File: config.mk
export PLATFORM = sky130hd
export DESIGN_NAME = lcd_cmd_sequencer
export DESIGN_NICKNAME = d
export VERILOG_FILES = /design/src/rtl/lcd_cmd_sequencer.sv
export SDC_FILE = /design/constraint.sdc
export NUM_CORES = 1
export LEC_CHECK = 0
export CAP_MARGIN = 20
export CORE_MARGIN = 2
export CORE_UTILIZATION = 56
export DETAILED_ROUTE_END_ITERATION = 7
export DONT_BUFFER_PORTS = 1
export PLACE_DENSITY = 0.71
export SYNTH_ARGS = -nofsm -noshare
export SYNTH_HDL_FRONTEND = slang
export SYNTH_SLANG_ARGS = --single-unit
File: constraint.sdc
create_clock -name clk -period 2.86 [get_ports clk]
set_clock_uncertainty 0.1 [all_clocks]
set_input_delay 0.572 -clock clk [delete_from_list [all_inputs] [get_ports clk]]
set_output_delay 0.572 -clock clk [all_outputs]
set_load 0.03 [all_outputs]
File: src/rtl/lcd_cmd_sequencer.sv
// HD44780-style command sequencer: power-on init ROM, character writes with
// line wrapping, and clear/home, handed one command at a time to an instruction FSM.
module lcd_cmd_sequencer #(
    parameter int POWERUP_CYCLES    = 750000,
    parameter int CMD_WAIT_CYCLES   = 2000,
    parameter int CLEAR_WAIT_CYCLES = 82000
) (
    input  logic       clk,
    input  logic       reset,
    input  logic       wr_req,
    input  logic [7:0] wr_char,
    input  logic       clr_req,
    output logic       wr_ready,
    output logic       init_done,
    output logic [9:0] data,
    output logic       ENABLE,
    input  logic       FSM_done
);

    typedef enum logic [2:0] {
        PWR_WAIT,
        INIT_ISSUE,
        IDLE,
        ISSUE,
        WAIT_DONE,
        SETTLE,
        ADDR_FIX
    } state_t;

    localparam logic [31:0] PWR_LAST   = 32'(POWERUP_CYCLES - 1);
    localparam logic [31:0] CMD_LAST   = 32'(CMD_WAIT_CYCLES - 1);
    localparam logic [31:0] CLEAR_LAST = 32'(CLEAR_WAIT_CYCLES - 1);

    state_t      state, state_next;
    logic [31:0] cnt, cnt_next;
    logic [1:0]  init_idx, init_idx_next;
    logic [4:0]  cursor, cursor_next;
    logic [9:0]  data_next;
    logic        init_done_next;
    logic        long_settle;
    logic [31:0] settle_last;

    function automatic logic [7:0] init_rom(input logic [1:0] idx);
        case (idx)
            2'd0:    return 8'h28;  // 4-bit bus, 2 lines, 5x8 font
            2'd1:    return 8'h06;  // entry mode: increment, no shift
            2'd2:    return 8'h0C;  // display on, cursor off
            default: return 8'h01;  // clear display
        endcase
    endfunction

    assign ENABLE   = (state == ISSUE) || (state == WAIT_DONE);
    assign wr_ready = (state == IDLE) && init_done;

    // Clear and Return Home need the long execution time; everything else is short.
    assign long_settle = !data[9] && ((data[7:0] == 8'h01) || (data[7:0] == 8'h02));
    assign settle_last = long_settle ? CLEAR_LAST : CMD_LAST;

    always_comb begin
        state_next     = state;
        cnt_next       = cnt;
        init_idx_next  = init_idx;
        cursor_next    = cursor;
        data_next      = data;
        init_done_next = init_done;
        case (state)
            PWR_WAIT: begin
                if (cnt == PWR_LAST) begin
                    cnt_next   = '0;
                    state_next = INIT_ISSUE;
                end else begin
                    cnt_next = cnt + 32'd1;
                end
            end
            INIT_ISSUE: begin
                data_next  = {2'b00, init_rom(init_idx)};
                state_next = ISSUE;
            end
            IDLE: begin
                if (wr_ready && clr_req) begin
                    data_next   = 10'h001;
                    cursor_next = '0;
                    state_next  = ISSUE;
                end else if (wr_ready && wr_req) begin
                    data_next   = {2'b10, wr_char};
                    cursor_next = cursor + 5'd1;
                    state_next  = ISSUE;
                end
            end
            ISSUE: begin
                state_next = WAIT_DONE;
            end
            WAIT_DONE: begin
                if (FSM_done) begin
                    cnt_next   = '0;
                    state_next = SETTLE;
                end
            end
            SETTLE: begin
                if (cnt == settle_last) begin
                    cnt_next = '0;
                    if (!init_done) begin
                        if (init_idx == 2'd3) begin
                            init_done_next = 1'b1;
                            cursor_next    = '0;
                            state_next     = IDLE;
                        end else begin
                            init_idx_next = init_idx + 2'd1;
                            state_next    = INIT_ISSUE;
                        end
                    end else if (data[9] && ((cursor == 5'd16) || (cursor == 5'd0))) begin
                        // A character just crossed into line 2 or wrapped back to line 1.
                        state_next = ADDR_FIX;
                    end else begin
                        state_next = IDLE;
                    end
                end else begin
                    cnt_next = cnt + 32'd1;
                end
            end
            ADDR_FIX: begin
                data_next  = (cursor == 5'd16) ? 10'h0C0 : 10'h080;
                state_next = ISSUE;
            end
            default: begin
                state_next = PWR_WAIT;
            end
        endcase
    end

    always_ff @(posedge clk) begin
        if (reset) begin
            state     <= PWR_WAIT;
            cnt       <= '0;
            init_idx  <= '0;
            cursor    <= '0;
            data      <= '0;
            init_done <= 1'b0;
        end else begin
            state     <= state_next;
            cnt       <= cnt_next;
            init_idx  <= init_idx_next;
            cursor    <= cursor_next;
            data      <= data_next;
            init_done <= init_done_next;
        end
    end

endmodule

==> metrics <==
status=complete, no violations; RSZ-0062 raised after global routing=false; PD cells=448.0 mW/mm2; asr flop ratio synth=0; Setup CP Type=register to output port; global route overflow=0; antenna violations before repair=0; First-pass DRT Iterations=5; Place WS=466.1 ps; first-pass GRT wire length=11.42 mm; Post-CTS Resized=0; min-delay worst type=input pin to register; drt wl/cell=16.06 um; Die X=77.12 um; Int Power=1020 uW; sequential cell area=0.001041 mm2; total chip power=1406 uW; P_leak=0.001009 uW; fin util=0.6105; cells after synthesis=354; HPWL after DPL=4.428 mm; max-cap viol count=0; H-tree levels=2; commonest non-fill, non-tap cells in the layout=52 x dfxtp_1, 32 x a211oi_1, 30 x nand2_1; layout cells sized above 1=0.08646; R2R Path End=cnt[13]$_SDFFE_PP0P_; Synth top area share=0.3477; initial core utilization=0.5825; crit path buf inv count=0; reg2reg start=cnt[27]$_SDFFE_PP0P_; CP max-delay cell=o21ai_0; Worst path max stage delay=850 ps; drt initial violations=167; switching part of the total=0.2745; Ports=26; DRC=0; Max Buffers Root-to-Sink=2; largest net degree at the start of global routing=58; final hold violation count=0; Final WS setup=331.9 ps; Logic pwr share=0.101; area of the multi-input gates=0.001792 mm2; Cell variety after synth=53; Mean Syn Cell Area=8.458 um2; total die area=0.005947 mm2; Syn Std Cell Area=0.002994 mm2; Post-Syn Nets=374; clock root cell=clkbuf_8; vias in the first global route=2395; EDFF count, synth=0; RD Place Congestion=0.8592; Warnings, synthesis=0; CP endpoint kind=output port; total CTS buffers=5; Fmax=395.6 MHz; main area contributors after synthesis=dfxtp_1 35%, a211oi_1 8.0%, xor2_1 7.0%; # rows=26; core area=0.005140 mm2; sequential share of the synthesized area=0.3477; Crit path required time=2190 ps; Final Net Count=366; clk slew on worst S/H paths=100 ps; Final setup viols=0; IO buf count=0; actual slew at the worst max-slew pin=1088 ps; Setup TNS=0 ps; Die H=77.12 um; All-Layer GR Usage=0.2306; Max Slew Vio Count=0; crit start category=register; Critical Path End=ENABLE; worst reg-to-reg setup slack=430 ps; Main synth FF type=dfxtp_1; reg2reg path depth=6; setup bufs post-CTS=0; synthesized flop and latch total=52; Relative slew margins=0.2671; Avg Vias per Cell=6.264; crit path cell chain=nand2_1, o21ai_0; Via Count=2612; largest area contributor in the netlist=dfxtp_1; CTS tree=done; VDD IR max=0.2956 mV; final worst path period need=2528 ps; Seq pwr share=0.574; Area Growth Syn to Fin=4.806%; clk_lat worst skew=310 ps; CP arrival=1860 ps; Worst Hold Launch=reset; Tcrit/Tclk final=0.8839; clock power share=0.325; Routed Antenna Nets=0; CTS Sinks=52; CP Depth=2; FILL cells=501; NetSw=385.9 uW; WL final=6.698 mm; n_diodes=0; commonest non-fill, non-tap cell in the layout=dfxtp_1; CTS hold repair buffers=0; largest fanout on the critical path=11; crit path from=state[1]$_SDFFE_PP0P_; Top Family by Delay on Critical Path=compound AO/OA/AOI/OAI gates
[cell families (layout without fill, tap and decap cells)]
logic type | count (synthesis) | count (layout) | share of synthesized area
AND/OR/NAND/NOR | 154 | 154 | 0.2879
AO/OA/AOI/OAI | 72 | 72 | 0.1793
flip-flops | 52 | 52 | 0.3477
buffers and inverters | 35 | 28 | 0.05600
XOR/XNOR | 29 | 29 | 0.08483
adder cells (fa/ha/maj) | 7 | 7 | 0.02925
multiplexers | 4 | 4 | 0.01379
other | 1 | 1 | 0.001252
[synth_stat cells, types with 2 or more instances]
master    count
a211oi_1     32
a21oi_1      12
a221oi_1      3
a31oi_1       4
a41oi_1       2
and2_1        4
and3_1        6
and4_1        3
buf_2         2
buf_4         7
clkbuf_1     14
dfxtp_1      52
ha_1          7
inv_1        11
mux2i_1       3
nand2_1      30
nand2b_1      6
nand3_1      25
nand3b_1      2
nand4_1      18
nor2_1       19
nor2b_1       4
nor3_1        9
nor4_1        8
o21ai_0       7
o22ai_1       2
o32ai_1       4
or2_2         3
or3_1         3
or4_1         2
xnor2_1       5
xor2_1       24
[sequential cells by signal, indices dropped and copies added (netlist names)]
name       flops
cnt           32
cursor         5
init_idx       2
data           9
state          3
init_done      1
[layout make-up]
class / instances / share of cell area
Multi-Input combinational cell: 267 / 0.5710
Timing Repair Buffer: 9 / 0.02552
Sequential cell: 52 / 0.3317
Inverter: 11 / 0.01316
Clock buffer: 6 / 0.02632
Tap cell: 70 / 0.02791
Clock inverter: 2 / 0.004386
[per-stage QoR]
stage	cells	instance area, um2	hold WS [ps]
floorplan	354	2994	377.2
detailed placement	409	3042	415.0
global placement	409	3042	397.9
global route	417	3138	201.1
finish	417	3138	229.1
CTS	417	3138	214.6
[worst reg2reg max path, delay by kind of cell (launching register included)]
| family | cells | cell delay [ps] |
|---|---|---|
| AOI/OAI and AO/OA | 2 | 540 |
| buffers and inverters | 1 | 330 |
| DFF | 1 | 370 |
| and+or+nand+nor | 3 | 970 |
[how the worst min path moves through the flow]
| stage | endpoint | slack [ps] | cells past startpoint |
|---|---|---|---|
| final | data[9]$_SDFFE_PP0P_ | 230 | 1 |
| after floorplan | cursor[4]$_SDFFE_PP0P_ | 380 | 2 |
| after global placement | cursor[4]$_SDFFE_PP0P_ | 400 | 2 |
| after detailed placement | cursor[4]$_SDFFE_PP0P_ | 410 | 2 |
| after CTS | cnt[0]$_SDFFE_PP0P_ | 210 | 1 |
| after global routing | cnt[2]$_SDFFE_PP0P_ | 200 | 1 |
[layer usage]
layer / GRT usage / vias to the layer above / routed length, um
met1: 0.3203 / 1216 / 3159
met2: 0.3626 / 91 / 3063
met4: 0.06071 / 0 / 68
met5: 0 / - / 0
met3: 0.05059 / 9 / 407
li1: - / 1296 / -
[power groups by stage]
| stage | clock, uW | sequential [uW] | combinational (uW) |
|---|---|---|---|
| 6_report | 457 | 808 | 141 |
| 5_1_grt | 490 | 814 | 160 |
| 4_1_cts | 461 | 808 | 141 |
| 3_5_place_dp | 0 | 825 | 140 |
| 3_3_place_gp | 0 | 823 | 138 |
| 2_1_floorplan | 0 | 812 | 136 |
No activity file was read; power rests on OpenSTA's default activity.
